==> src/rtl/jt12_kon_pkg.sv <==
// Shared types and slot-mapping helpers for the key-on scheduler.
package jt12_kon_pkg;

  localparam int SLOTS = 24;
  localparam int CHANS = 6;
  localparam int GRPS  = 4;

  // Operator select: index of the op bit inside {S4,S3,S2,S1}
  typedef enum logic [1:0] {
    OP_S1 = 2'd0,
    OP_S2 = 2'd1,
    OP_S3 = 2'd2,
    OP_S4 = 2'd3
  } op_sel_e;

  // Operator served by each slot group, packed grp3..grp0 (slot order S1,S3,S2,S4)
  localparam logic [7:0] GRP_ORDER = {OP_S4, OP_S2, OP_S3, OP_S1};

  // Channel index of channel 3, the one CSM forces
  localparam logic [2:0] CSM_CHIDX = 3'd2;

  // CSM key-on arm/force state
  typedef enum logic [1:0] {
    CSM_IDLE  = 2'd0,
    CSM_ARMED = 2'd1,
    CSM_FORCE = 2'd2
  } csm_state_e;

  // Register 0x28 channel code -> {valid, chidx}; codes 3 and 7 are invalid
  function automatic logic [3:0] ch2idx(input logic [2:0] ch);
    logic       ok;
    logic [2:0] idx;
    ok = (ch[1:0] != 2'b11);
    if (ch[2]) begin
      idx = {1'b0, ch[1:0]} + 3'd3;
    end else begin
      idx = {1'b0, ch[1:0]};
    end
    return {ok, idx};
  endfunction

  // Slot number of a (group, channel index) pair
  function automatic logic [4:0] slot_of(input logic [1:0] grp, input logic [2:0] chidx);
    logic [4:0] g5;
    g5 = {3'b000, grp};
    return (g5 * 5'(CHANS)) + {2'b00, chidx};
  endfunction

  // Group (0..3) a slot belongs to
  function automatic logic [1:0] grp_of_slot(input logic [4:0] slot);
    logic [1:0] g;
    if (slot < 5'd6) begin
      g = 2'd0;
    end else if (slot < 5'd12) begin
      g = 2'd1;
    end else if (slot < 5'd18) begin
      g = 2'd2;
    end else begin
      g = 2'd3;
    end
    return g;
  endfunction

  // Index of the latched op bit that drives a given slot
  function automatic logic [1:0] op_of_slot(input logic [4:0] slot);
    logic [1:0] g;
    g = grp_of_slot(slot);
    return GRP_ORDER[{g, 1'b0} +: 2];
  endfunction

  // The four slots of one channel
  function automatic logic [SLOTS-1:0] chan_mask(input logic [2:0] chidx);
    logic [SLOTS-1:0] m;
    m = {SLOTS{1'b0}};
    for (int g = 0; g < GRPS; g++) begin
      m[slot_of(2'(g), chidx)] = 1'b1;
    end
    return m;
  endfunction

  // True for the channel-3 slots covered by a CSM force
  function automatic logic is_csm_slot(input logic [4:0] slot);
    logic [SLOTS-1:0] m;
    m = chan_mask(CSM_CHIDX);
    return m[slot];
  endfunction

endpackage

==> src/rtl/jt12_kon_slotcnt.sv <==
// Operator-slot counter: advances on clk_en, wraps 23 -> 0, resyncs on zero.
module jt12_kon_slotcnt #(
  parameter int ZERO_SLOT = 0
) (
  input  logic       clk,
  input  logic       rst_n,
  input  logic       clk_en,
  input  logic       zero,
  output logic [4:0] slot,
  output logic [4:0] slot_nxt
);
  import jt12_kon_pkg::*;

  localparam logic [4:0] ZSLOT = 5'(ZERO_SLOT);
  localparam logic [4:0] LAST  = 5'(SLOTS - 1);

  // Next slot: hold without clk_en, zero resync has priority over the wrap
  always_comb begin
    slot_nxt = slot;
    if (!clk_en) begin
      slot_nxt = slot;
    end else if (zero) begin
      slot_nxt = ZSLOT;
    end else if (slot == LAST) begin
      slot_nxt = 5'd0;
    end else begin
      slot_nxt = slot + 5'd1;
    end
  end

  // Slot register
  always_ff @(posedge clk or negedge rst_n) begin
    if (!rst_n) begin
      slot <= 5'd0;
    end else begin
      slot <= slot_nxt;
    end
  end

endmodule

==> src/rtl/jt12_kon_sched.sv <==
// Key-on scheduler: holds the 24-slot key-on state written via 0x28, commits
// writes slot by slot as each target slot comes round, and replays the state
// (plus the CSM channel-3 force) as keyon_I in operator-slot time.
module jt12_kon_sched #(
  parameter int CSM       = 1,
  parameter int ZERO_SLOT = 0
) (
  input  logic       clk,
  input  logic       rst_n,
  input  logic       clk_en,
  input  logic       zero,
  input  logic       kon_we,
  input  logic [2:0] kon_ch,
  input  logic [3:0] kon_op,
  output logic       kon_ready,
  output logic       kon_err,
  input  logic       csm_en,
  input  logic       tmr_a_ovf,
  output logic [4:0] slot_I,
  output logic       keyon_I
);
  import jt12_kon_pkg::*;

  localparam logic CSM_ON = (CSM != 0);

  logic [4:0]       slot_nxt;
  logic [SLOTS-1:0] kon_state, kon_state_nxt;
  logic [SLOTS-1:0] pend, pend_nxt;
  logic [3:0]       op_lat, op_lat_nxt;
  logic             ready_nxt, err_nxt, keyon_nxt;
  logic [3:0]       ch_info;
  logic             ch_ok;
  logic [2:0]       ch_idx;
  logic             accept;
  logic             csm_arm, rev_start;
  csm_state_e       csm_state, csm_state_nxt;
  logic             csm_rearm, csm_rearm_nxt;

  jt12_kon_slotcnt #(
    .ZERO_SLOT (ZERO_SLOT)
  ) u_slotcnt (
    .clk      (clk),
    .rst_n    (rst_n),
    .clk_en   (clk_en),
    .zero     (zero),
    .slot     (slot_I),
    .slot_nxt (slot_nxt)
  );

  assign ch_info   = ch2idx(kon_ch);
  assign ch_ok     = ch_info[3];
  assign ch_idx    = ch_info[2:0];
  // A write is only taken while idle; busy-time kon_we is left to the producer
  assign accept    = kon_we & kon_ready;
  assign csm_arm   = CSM_ON & tmr_a_ovf & csm_en;
  // A new revolution begins on the edge that presents slot 0
  assign rev_start = clk_en & (slot_nxt == 5'd0);

  // Write acceptance and per-slot commit of the latched op bits
  always_comb begin
    kon_state_nxt = kon_state;
    pend_nxt      = pend;
    op_lat_nxt    = op_lat;
    err_nxt       = 1'b0;
    if (clk_en && pend[slot_I]) begin
      kon_state_nxt[slot_I] = op_lat[op_of_slot(slot_I)];
      pend_nxt[slot_I]      = 1'b0;
    end else begin
      kon_state_nxt = kon_state;
    end
    // pend is empty whenever accept is possible, so no commit collides here
    if (accept) begin
      if (ch_ok) begin
        op_lat_nxt = kon_op;
        pend_nxt   = chan_mask(ch_idx);
      end else begin
        err_nxt = 1'b1;
      end
    end else begin
      err_nxt = 1'b0;
    end
    ready_nxt = (pend_nxt == {SLOTS{1'b0}});
  end

  // CSM force sequencing: arm on overflow, force one revolution from slot 0
  always_comb begin
    csm_state_nxt = csm_state;
    csm_rearm_nxt = csm_rearm;
    case (csm_state)
      CSM_IDLE: begin
        csm_rearm_nxt = 1'b0;
        if (csm_arm) begin
          csm_state_nxt = CSM_ARMED;
        end else begin
          csm_state_nxt = CSM_IDLE;
        end
      end
      CSM_ARMED: begin
        if (rev_start) begin
          csm_state_nxt = CSM_FORCE;
          csm_rearm_nxt = csm_arm;
        end else begin
          csm_state_nxt = CSM_ARMED;
          csm_rearm_nxt = 1'b0;
        end
      end
      CSM_FORCE: begin
        if (rev_start) begin
          // A queued re-arm extends the force by one more revolution
          if (csm_rearm) begin
            csm_state_nxt = CSM_FORCE;
          end else if (csm_arm) begin
            csm_state_nxt = CSM_ARMED;
          end else begin
            csm_state_nxt = CSM_IDLE;
          end
          csm_rearm_nxt = csm_rearm & csm_arm;
        end else begin
          csm_state_nxt = CSM_FORCE;
          csm_rearm_nxt = csm_rearm | csm_arm;
        end
      end
      default: begin
        csm_state_nxt = CSM_IDLE;
        csm_rearm_nxt = 1'b0;
      end
    endcase
  end

  // keyon_I is computed for the slot about to be presented so both align
  always_comb begin
    if (clk_en) begin
      keyon_nxt = kon_state_nxt[slot_nxt] |
                  ((csm_state_nxt == CSM_FORCE) & is_csm_slot(slot_nxt));
    end else begin
      keyon_nxt = keyon_I;
    end
  end

  // Key-on state, pending write, handshake and output registers
  always_ff @(posedge clk or negedge rst_n) begin
    if (!rst_n) begin
      kon_state <= {SLOTS{1'b0}};
      pend      <= {SLOTS{1'b0}};
      op_lat    <= 4'b0000;
      kon_ready <= 1'b1;
      kon_err   <= 1'b0;
      keyon_I   <= 1'b0;
    end else begin
      kon_state <= kon_state_nxt;
      pend      <= pend_nxt;
      op_lat    <= op_lat_nxt;
      kon_ready <= ready_nxt;
      kon_err   <= err_nxt;
      keyon_I   <= keyon_nxt;
    end
  end

  // CSM state register
  always_ff @(posedge clk or negedge rst_n) begin
    if (!rst_n) begin
      csm_state <= CSM_IDLE;
      csm_rearm <= 1'b0;
    end else begin
      csm_state <= csm_state_nxt;
      csm_rearm <= csm_rearm_nxt;
    end
  end

endmodule
==> config.mk <==
export PLATFORM = sky130hd
export DESIGN_NAME = jt12_kon_sched
export DESIGN_NICKNAME = d
export VERILOG_FILES = /design/src/rtl/jt12_kon_pkg.sv /design/src/rtl/jt12_kon_slotcnt.sv /design/src/rtl/jt12_kon_sched.sv
export SDC_FILE = /design/constraint.sdc
export NUM_CORES = 1
export LEC_CHECK = 0
export BUFFER_PORTS_ARGS = -buffer_cell sky130_fd_sc_hd__clkbuf_2
export CORE_AREA = 2 2 89 91
export DETAILED_ROUTE_END_ITERATION = 8
export DIE_AREA = 0 0 91 93
export GPL_TIMING_DRIVEN = 1
export HOLD_SLACK_MARGIN = 0.03
export PLACE_DENSITY = 0.66
export SKIP_CTS_REPAIR_TIMING = 1
export SYNTH_ARGS = -nofsm -noshare
export SYNTH_HDL_FRONTEND = slang
export SYNTH_HIERARCHICAL = 1
export SYNTH_SLANG_ARGS = --single-unit
==> constraint.sdc <==
create_clock -name clk -period 3.9 [get_ports clk]
set_clock_uncertainty 0.2 [all_clocks]
set_input_delay 0.585 -clock clk [delete_from_list [all_inputs] [get_ports clk]]
set_output_delay 0.585 -clock clk [all_outputs]
set_load 0.01 [all_outputs]
Word-level counts from Yosys, hierarchy flattened
Memory sizes are Yosys's and may differ from the RTL's.
Cells that the tools add are included.
{ "op_classes": {"shift": 1, "reduce_logical": 10, "n_eq_ne": 5, "n_lt_le_gt_ge": 15, "add_sub_neg": 5, "bitwise_logic": 12, "muxes": 40} }
{ "ops": {"columns": ["op", "count"], "rows": [
  ["$mux 24", 4],
  ["$or 24x24->24", 2],
  ["$and 24x24->24", 1],
  ["$bwmux 24", 1],
  ["$logic_not 24->1", 1],
  ["$lt 5x6->1 const B", 4],
  ["$not 24->24", 1],
  ["$or 8x24->24", 1],
  ["$demux 1 s5", 4],
  ["$ge 5x1->1 const B", 3],
  ["$mux 1", 15],
  ["$mux 5", 3],
  ["$mux 2", 6],
  ["$bmux 1 s5", 2],
  ["$shiftx 8x4->2 const A", 1],
  ["$logic_and 1x1->1", 6],
  ["$lt 3x6->1 const B", 1],
  ["$lt 4x6->1 const B", 1],
  ["$pmux 2 s3", 1],
  ["$add 4x3->5 const A", 1],
  ["$add 5x1->5 const B", 1],
  ["$add 5x3->5 const A", 1],
  ["$and 1x1->1", 5],
  ["$eq 5x5->1 const B", 1],
  ["19 further kinds", 21]
]} }
{ "totals": {"mem_bits_ro": 32, "wordCells": 98, "memories": 1, "register_bits": 63, "input_bits": 14, "output_inout_bits": 8} }
{ "mem_list": {"columns": ["memory", "depth", "width", "read_ports", "rd_clocked_by_memory_dff", "write_ports", "line", "rtl"], "rows": [
  ["(no name shown)", 32, 1, 1, 0, 0, "jt12_kon_pkg.sv:85", "return m[slot];"]
]} }

Logic depth before layout (Yosys ltp)
Gate-level depths: netlist of run 1.
{ "logic_depth": {"ltp_word": 13, "mapped_depth": 12, "ltp_nobuf": 12} }

Modules after synthesis
Netlist of run 1, hierarchy kept.
{ "by_module_without_submodules": {"columns": ["module", "area_per_inst_um2", "seq_area_each_um2", "cells_each", "n_inst"], "rows": [
  ["jt12_kon_sched", 3388.2, 1452.6, 329, 1],
  ["jt12_kon_slotcnt", 246.5, 125.1, 25, 1]
]} }

Least setup slack after synthesis of run 1
Ideal clock, no wire load.
{ "synth_path": {"path_type": "input port to flip-flop", "startpoint": "input port kon_ch[0]", "endpoint": "register kon_ready", "t_required_ns": 3.638, "path_buffers": 0, "path_slack_ns": 0.578, "path_stages": 11, "setup_ns": 0.062, "arrival_ns": 3.060, "cell_sequence": "inv_1 > ha_1 > mux2i_1 > inv_1 > ha_1 > a21oi_1 > nor2_1 > a31o_2 > or4_1 > nor4_1 > and3_1"} }
{ "synth_between": {"elab_chain_cells": 13, "elab_cells_between_ends": 32, "cone_classes": "4 x add/sub; 8 x order compare; 1 x eq/ne; 11 x mux; 3 x bitwise; 5 x reduce/logical"} }
{ "synth_rtl": {"columns": ["item", "line", "rtl"], "rows": [
  ["from (decl)", "jt12_kon_sched.sv:13", "input logic [2:0] kon_ch,"],
  ["$add 2x2->3", "jt12_kon_pkg.sv:35", "idx = {1'b0, ch[1:0]} + 3'd3;"],
  ["$mux 3", "jt12_kon_pkg.sv:34", "if (ch[2]) begin"],
  ["$add 3x3->4", "jt12_kon_pkg.sv:46", "return (g5 * 5'(CHANS)) + {2'b00, chidx};"],
  ["$lt 4x6->1 (implied by the code) or $ge 4x1->1 (tied branches)", "jt12_kon_pkg.sv:76", "m[slot_of(2'(g), chidx)] = 1'b1;"],
  ["$logic_and 1x1->1 (implied by the code)", "jt12_kon_pkg.sv:76", null],
  ["$mux 1 (implied by the code)", "jt12_kon_pkg.sv:76", null],
  ["$demux 1 s5", "jt12_kon_pkg.sv:76", null],
  ["$or 8x24->24 (no line)", null, null],
  ["$or 24x24->24 (no line) (2 in series)", null, null],
  ["$mux 24 *", "jt12_kon_sched.sv:73", "if (ch_ok) begin"],
  ["$mux 24 *", "jt12_kon_sched.sv:72", "if (accept) begin"],
  ["via pend_nxt[7]", "jt12_kon_sched.sv:28", "logic [SLOTS-1:0] pend, pend_nxt;"],
  ["$logic_not 24->1 *", "jt12_kon_sched.sv:82", "ready_nxt = (pend_nxt == {SLOTS{1'b0}});"],
  ["via ready_nxt", "jt12_kon_sched.sv:30", "logic ready_nxt, err_nxt, keyon_nxt;"],
  ["to (signal assigned)", "jt12_kon_sched.sv:153", "kon_ready <= ready_nxt;"],
  ["to (decl)", "jt12_kon_sched.sv:15", "output logic kon_ready,"]
]} }
The timed path passes the listed nets; every way through them passes the cells marked *.
A chain may end at the register's enable or synchronous reset.

Worst setup path in the final report of run 1
{ "layout_path": {"startpoint": "register u_slotcnt.slot[2]", "endpoint": "register kon_ready"} }
{ "layout_between": {"elab_chain_cells": 10, "elab_cells_between_ends": 14, "cone_classes": "2 x order compare; 7 x mux; 2 x bitwise; 3 x reduce/logical"} }
{ "layout_rtl": {"columns": ["item", "line", "rtl"], "rows": [
  ["from (decl)", "jt12_kon_slotcnt.sv:9", "output logic [4:0] slot,"],
  ["from (signal assigned)", "jt12_kon_slotcnt.sv:36", "slot <= slot_nxt;"],
  ["$lt 5x6->1 (implied by the code) or $ge 5x1->1 (tied branches)", "jt12_kon_sched.sv:67", "pend_nxt[slot_I] = 1'b0;"],
  ["$logic_and 1x1->1 (implied by the code)", "jt12_kon_sched.sv:67", null],
  ["$mux 1 (implied by the code)", "jt12_kon_sched.sv:67", null],
  ["$demux 1 s5", "jt12_kon_sched.sv:67", null],
  ["$not 24->24 (no line)", null, null],
  ["$and 24x24->24 (no line)", null, null],
  ["$mux 24 *", "jt12_kon_sched.sv:65", "if (clk_en && pend[slot_I]) begin"],
  ["$mux 24", "jt12_kon_sched.sv:73", null],
  ["$mux 24 *", "jt12_kon_sched.sv:72", null],
  ["via pend_nxt[18]", "jt12_kon_sched.sv:28", null],
  ["$logic_not 24->1 *", "jt12_kon_sched.sv:82", null],
  ["via ready_nxt", "jt12_kon_sched.sv:30", null]
]} }
The timed path passes the listed nets; every way through them passes the cells marked *. The select of a mux whose other input is x is not followed.

==> metrics.log, run 1 <==
[metrics] WP data arrival: ~3.7 ns
[metrics] fraction of registers with async set or reset after synthesis: between 90% and 100%
[metrics] critical path's largest stage delay: ~0.67 ns
[metrics] leakage power total: between 1.5 and 2 nW
[metrics] Area Overhead vs Synth: 11.9%
[metrics] number of failing setup endpoints in the final timing report: 0
[metrics] number of register bits inferred by synthesis: 63
[metrics] adder and majority gate portion of the synthesized area: ~4.1%
[metrics] Worst Hold Slack: around 0.091 ns
[metrics] total number of placement rows: 32
[metrics] horizontal die dimension: a little over 90 um
[metrics] share of layout cells above drive strength 1: between 20% and 30%
[metrics] count of max-cap constraint violations: 0
[metrics] final routed DRC violation total: 0
[metrics] via total after detailed routing: 2960
[metrics] Max Fclk: 0.277 GHz
[metrics] Slowest-stage cell, CP: dfrtp_1
[metrics] main combinational cell family by area after synthesis: simple AND/OR/NAND/NOR gates
[metrics] transition time of the tightest slew-check pin: around 0.74 ns
[metrics] die span in y: a little over 90 um
[metrics] Design Area, Final: between 4000 and 5000 um^2
[metrics] endpoint type of the worst setup path: flop
[metrics] Post-DRT Antenna Nets: 0
[metrics] DRC marker count from the first detailed-route iteration: between 200 and 300
[metrics] number of standard cells in the layout, taps in and fillers out: 491
[metrics] weighted congestion at the end of routability-driven global placement: ~0.90
[metrics] CP Cell Sequence: nor3b_2 -> a22oi_1 -> nand3_2 -> nand3_1 -> a32o_1 -> or4_1 -> nor4_1 -> and3_1
[metrics] post-synthesis simple-gate area fraction: about a fifth
[metrics] half-perimeter wire length after placement: roughly 6600 um
[metrics] synthesized instance count: around 350
[metrics] largest fanout on the critical path: 20
[metrics] grt ovf: 0
[metrics] cell count after placement: about 480
[metrics] Synthesis Warnings: 6
[metrics] total number of nets in the final design: ~410
[metrics] area share of xor/xnor cells in the synthesized design: 0.723%
[metrics] Core Region: between 7000 and 8000 um^2
[metrics] post-route minimum period: roughly 3.6 ns
[metrics] Top Ports: 22
[metrics] endpoints failing hold: 0
[metrics] initial core utilization: approximately half
[metrics] average detailed-routed wire length per instance: between 15 and 20 um
[metrics] antenna violations before repair: 0
[metrics] maximum number of pins on one net before global-route repair: 35
[metrics] Hold Crit Class: in -> async
[metrics] full die area: roughly 8500 um^2
[metrics] CTS Buffer Depth: 2
[metrics] critical setup path kind: reg -> reg
[metrics] sum of negative setup slack: 0 ns
[metrics] Max Slew Vio Count: 0
[metrics] global-route wire length before repair: around 15000 um
[metrics] number of synthesized flops with an enable pin: 0
[metrics] RSZ-0062 raised after global routing: false
[metrics] worst vdd rail ir drop: 0.206 mV
[metrics] Bufs and invs on worst path: 0
[metrics] cell type with the largest total area after synthesis: dfrtp_1
[metrics] utilization after layout: roughly 54%
[metrics] Post-Synthesis Net Count: between 300 and 400
[metrics] Distinct cells, synth: 59
[metrics] kind of start point of the critical path: flop
[metrics] mean instance size in the synthesized netlist: ~10 um^2
[metrics] post-place instance area: roughly 4000 um^2
[metrics] most instantiated flip-flop cell in the synthesis netlist: dfrtp_1
[metrics] per-cell via count in the routed design: 6.03
[metrics] share of synthesized area spent on multiplexers: about 15%
[metrics] clock network latency to the later pin of the worst-skew pair: ~0.35 ns
[metrics] number of clock sinks: 63
[metrics] root buffer selected by CTS: clkbuf_8
[metrics] family with the most delay on the worst path: simple AND/OR/NAND/NOR gates
[metrics] Mapped Area: 3630 um^2
[metrics] Worst-path clk slew: roughly 0.07 ns
[metrics] share of the synthesized area in the top cell type: 42.7%
[metrics] CTS H-Tree Depth: 3
[metrics] sum of routed wire length over all layers: between 8000 and 9000 um
[metrics] post-synthesis compound-gate area fraction: 12.2%
[metrics] number of global-route vias before repair: roughly 2800
[metrics] normalized max-slew margin: approximately 51%
[metrics] clock tree from TritonCTS: yes
[metrics] sequential cell area fraction in the yosys report: 43.4%
[metrics] final worst path period share: a little over 90%
[metrics] result of the run: finished, final reports clean
[metrics] Overall Global Routing Usage: 22.7%
[metrics] PortBufs: 21
[metrics] total clock buffers created by CTS: 9
[metrics] number of antenna diodes: 0
[metrics] top post-synthesis cells by area: dfrtp_1 43%, mux2_2 8.1%, mux4_2 5.0%, nand3_1 3.9%, ha_1 3.8%
[metrics] Cell Pwr Density: approximately 520 nW/um^2
[metrics] detailed-routing iteration count for the pre-antenna-repair pass: 6
[metrics] required time of the worst setup path: roughly 4.0 ns
-- metal layers --
metal  track usage (%)  up-vias  wire [um]  share of wire, %
li1                  -     1373          -                 -
met2              34.9      111       4220                47
met4              8.33        0        217               2.4
met1              31.2     1456       3980                44
met5                 0        -          0                 0
met3              5.96       20        573               6.4
-- placed cells by master (no fill, tap or decap), types with 4 or more instances in the layout --
master / Yosys / routed
nand2b_1: 5 / 5
buf_4: 0 / 15
dfrtp_1: 62 / 61
mux2i_1: 5 / 5
mux2_2: 26 / 26
nor3_1: 10 / 10
clkbuf_2: 0 / 21
and3b_1: 4 / 4
a22oi_1: 7 / 7
inv_1: 15 / 15
mux4_2: 8 / 8
clkbuf_8: 0 / 10
nand3_1: 28 / 28
and2_1: 4 / 4
nand2_1: 34 / 34
o21ai_0: 15 / 15
clkbuf_1: 10 / 5
ha_1: 11 / 11
a32o_1: 5 / 5
nor2_1: 15 / 15
a21oi_1: 6 / 6
a31oi_1: 6 / 6
and3_1: 12 / 12
-- worst paths after layout --
path / from / endpoint / slack (ns) / cells after the start
worst max register to register: u_slotcnt/slot[2]$_DFF_PN0_ / kon_ready$_DFF_PN1_ / 0.29 / 8
min in group clk: kon_op[1] / op_lat[1]$_DFFE_PN0P_ / 0.27 / 2
max in group asynchronous: rst_n / kon_state[23]$_DFF_PN0_ / 2.48 / 2
worst min-delay path: rst_n / kon_state[20]$_DFF_PN0_ / 0.09 / 1
worst min register to register: kon_state[9]$_DFF_PN0_ / kon_state[9]$_DFF_PN0_ / 0.29 / 1
worst max-delay path: u_slotcnt/slot[2]$_DFF_PN0_ / kon_ready$_DFF_PN1_ / 0.29 / 8
-- sequential cells by signal (all words and copies together) (netlist names) --
name            count
op_lat              4
pend               24
kon_state          24
csm_rearm           1
csm_state           2
u_slotcnt/slot      5
kon_err             1
keyon_I             1
kon_ready           1
-- synth_stat cells (5+ instances only) --
cell type,instances
dfrtp_1,62
nand2_1,34
nand3_1,28
mux2_2,26
inv_1,15
nor2_1,15
o21ai_0,15
and3_1,12
ha_1,11
clkbuf_1,10
nor3_1,10
mux4_2,8
a22oi_1,7
a21oi_1,6
a31oi_1,6
a32o_1,5
mux2i_1,5
nand2b_1,5
-- metrics by stage --
stage	worst slack (ns)	total power, mW
4_1_cts	0.261	2.14
3_5_place_dp	0.252	1.64
5_1_grt	0.0898	2.27
3_3_place_gp	0.305	1.64
6_report	0.295	2.13
2_1_floorplan	0.578	1.41
-- kinds of logic after synthesis --
logic type      Yosys count
simple gates            138
compound gates           64
flops                    63
mux                      42
buf+inv                  32
fa+ha+maj                12
xor+xnor                  3
-- layout make-up --
type	instances	area, um^2
clock inverter	1	5.00
timing repair buffer	36	218
inverter	15	56.3
fill	737	3460
sequential	63	1580
multi-input combinational	259	1920
clock buffer	15	156
tap	102	128
-- worst reg2reg max path, cell delays in order (launching register included) --
cell and delay [ns]:
dfrtp_1 0.67, nor3b_2 0.45, a22oi_1 0.19, nand3_2 0.32
nand3_1 0.28, a32o_1 0.36, or4_1 0.47, nor4_1 0.39
and3_1 0.22
-- power breakdown --
part | switching (mW) | internal [mW] | total (mW)
registers | 0.133 | 0.819 | 0.951
logic | 0.377 | 0.312 | 0.689
clock network | 0.241 | 0.248 | 0.489
Power figures use the tool's default switching activity.
==> run 2: changes to the inputs <==
==> constraint.sdc (replaced) <==
create_clock -name clk -period 3.9 [get_ports clk]
set_clock_uncertainty 0.2 [all_clocks]
set_input_delay 0.195 -clock clk [delete_from_list [all_inputs] [get_ports clk]]
set_output_delay 0.195 -clock clk [all_outputs]
set_load 0.01 [all_outputs]
==> metrics.log, run 2 (same netlist as run 1, synthesis figures left out) <==
[metrics] half-perimeter wire length after placement: 6790 um (+2.9%)
[metrics] Area Overhead vs Synth: 13.9%
[metrics] maximum number of pins on one net before global-route repair: 28 (-20%)
[metrics] total number of nets in the final design: 415 (+1.5%)
[metrics] Max Fclk: 0.278 GHz (+0.31%)
[metrics] count of max-cap constraint violations: 0 (unchanged)
[metrics] Design Area, Final: 4140 um^2 (+1.8%)
[metrics] number of global-route vias before repair: 2846 (+1.1%)
[metrics] total number of placement rows: 32 (unchanged)
[metrics] required time of the worst setup path: 3.92 ns (-0.06 ns)
[metrics] full die area: 8460 um^2 (unchanged)
[metrics] RSZ-0062 raised after global routing: false
[metrics] wire length on met2: 4340 um (+2.8%)
[metrics] Multi-input gate area: 1920 um^2 (unchanged)
[metrics] die span in y: 93 um (unchanged)
[metrics] most common library cell in the layout ignoring fill and taps: dfrtp_1
[metrics] endpoints failing hold: 0 (unchanged)
[metrics] average detailed-routed wire length per instance: 18.4 um (+0.74%)
[metrics] root buffer selected by CTS: clkbuf_8
[metrics] number of failing setup endpoints in the final timing report: 0 (unchanged)
[metrics] Core Region: 7530 um^2 (unchanged)
[metrics] initial core utilization: 48.3% (unchanged)
[metrics] Post-DRT Antenna Nets: 0 (unchanged)
[metrics] CTS Buffer Depth: 2 (unchanged)
[metrics] clock tree from TritonCTS: yes
[metrics] hold path depth: 3
[metrics] transition time of the tightest slew-check pin: 0.836 ns (+0.0978 ns)
[metrics] Hold Crit Class: in -> reg
[metrics] horizontal die dimension: 91 um (unchanged)
[metrics] share of layout cells above drive strength 1: 23.8% (+0.15 points)
[metrics] final-layout fill cell count: 671 (-9.0%)
[metrics] Cell Pwr Density: 522 nW/um^2 (-0.30%)
[metrics] WP data arrival: 3.61 ns (-0.08 ns)
[metrics] DRC marker count from the first detailed-route iteration: 334 (+25%)
[metrics] leakage power total: 1.98 nW (+1.8%)
[metrics] worst vdd rail ir drop: 0.291 mV (+41%)
[metrics] largest registers ranked by flip-flop count: kon_state x24, pend x24, u_slotcnt/slot x5
[metrics] PortBufs: 21 (unchanged)
[metrics] sequential cell area in the final layout: 1580 um^2 (about the same)
[metrics] number of antenna diodes: 0 (unchanged)
[metrics] final worst path period share: 92.2% (-0.28 points)
[metrics] grt ovf: 0 (unchanged)
[metrics] detailed-routing iteration count for the pre-antenna-repair pass: 6 (unchanged)
[metrics] largest fanout on the critical path: 17 (-15%)
[metrics] Overall Global Routing Usage: 22.4% (-0.38 points)
[metrics] via total after detailed routing: 3009 (+1.7%)
[metrics] Met3 Wirelength: 525 um (-8.4%)
[metrics] Met1 Wirelength: 4060 um (+2.2%)
[metrics] total clock buffers created by CTS: 9 (unchanged)
[metrics] global-route wire length before repair: 14600 um (-2.2%)
[metrics] endpoint type of the worst setup path: flop
[metrics] post-route minimum period: 3.59 ns (-0.0111 ns)
[metrics] CTS H-Tree Depth: 3 (unchanged)
[metrics] Top Ports: 22 (unchanged)
[metrics] normalized max-slew margin: 44.0% (-6.7 points)
[metrics] weighted congestion at the end of routability-driven global placement: 0.998 (+10%)
[metrics] Max Slew Vio Count: 0 (unchanged)
[metrics] number of clock sinks: 63 (unchanged)
[metrics] post-place instance area: 3900 um^2 (unchanged)
[metrics] clock network latency to the later pin of the worst-skew pair: 0.34 ns (about the same)
[metrics] final routed DRC violation total: 0 (unchanged)
[metrics] result of the run: finished, final reports clean
[metrics] sum of routed wire length over all layers: 9160 um (+2.0%)
[metrics] DR top layer: met4
[metrics] Worst-path clk slew: 0.07 ns (about the same)
[metrics] critical setup path kind: reg -> reg
[metrics] path depth of the worst reg2reg path: 8 (unchanged)
[metrics] per-cell via count in the routed design: 6.05 (+0.43%)
[metrics] kind of start point of the critical path: flop
[metrics] antenna violations before repair: 0 (unchanged)
[metrics] commonest cells after routing, fill and taps aside: 62 x dfrtp_1, 34 x nand2_1, 28 x nand3_1, 26 x mux2_2, 21 x clkbuf_2
[metrics] sum of negative setup slack: 0 ns (unchanged)
## run 2: changes by cell type in the layout (fill, tap and decap cells not counted)
| cell | previous run | this run |
|---|---|---|
| dlygate4sd3_1 | 0 | 6 |
| clkbuf_1 | 5 | 2 |
| clkbuf_8 | 10 | 11 |
| clkinv_2 | 1 | 2 |
| clkinvlp_4 | 0 | 1 |
| dfrtp_1 | 61 | 62 |
| dfrtp_2 | 1 | 0 |
## run 2: metrics by stage
| step | setup slack (ns) | cells | power [mW] | util, % | hold WS [ns] |
|---|---|---|---|---|---|
| 2_1_floorplan | 0.749 | 354 | 1.41 | - | -0.301 |
| 3_3_place_gp | 0.352 | 475 | 1.63 | 51.9 | -0.0174 |
| 3_5_place_dp | 0.294 | 475 | 1.64 | 51.9 | -0.00157 |
| 4_1_cts | 0.301 | 491 | 2.16 | 54.2 | -0.372 |
| 5_1_grt | 0.0413 | 497 | 2.28 | 55.0 | 0.0870 |
| 6_report | 0.306 | 497 | 2.16 | 55.0 | 0.0627 |
## run 2: path summary, 6_finish.rpt
check | startpoint | endpoint | slack [ns]
worst max-delay path | u_slotcnt/slot[0]$_DFF_PN0_ | keyon_I$_DFFE_PN0P_ | 0.31
worst min-delay path | kon_ch[1] | kon_err$_DFF_PN0_ | 0.06
worst max register to register | u_slotcnt/slot[0]$_DFF_PN0_ | keyon_I$_DFFE_PN0P_ | 0.31
worst min register to register | kon_state[0]$_DFF_PN0_ | kon_state[0]$_DFF_PN0_ | 0.30
max in group asynchronous | rst_n | kon_ready$_DFF_PN1_ | 2.58
min in group asynchronous | rst_n | pend[20]$_DFF_PN0_ | 0.14
## run 2: area by class of cell
class	instances	area share, %
clock buffers	13	3.84
well taps	102	3.08
clock inverters	3	0.423
flip-flops and latches	63	38.1
multi-input cells	259	46.5
inverters	15	1.36
repair buffers	42	6.71
## run 2: worst max-delay path: stages, from the launching register on
cell and delay, ns:
dfrtp_1 0.73, mux4_2 0.58, a22oi_1 0.25, nand3_2 0.31
nand3_1 0.23, mux2_1 0.37, mux4_2 0.47, a22oi_1 0.22
a31oi_1 0.10
## run 2: power breakdown
group          switching, mW  internal, mW  total (mW)
sequential             0.134         0.818       0.953
clock                  0.250         0.264       0.514
combinational          0.381         0.314       0.695
total                  0.765          1.40        2.16
## run 2: per-layer routing
layer / vias up / GRT usage, %
li1: 1389 / -
met1: 1457 / 30.1
met3: 30 / 3.30
met4: 0 / 9.72
met2: 133 / 36.2
met5: - / 0
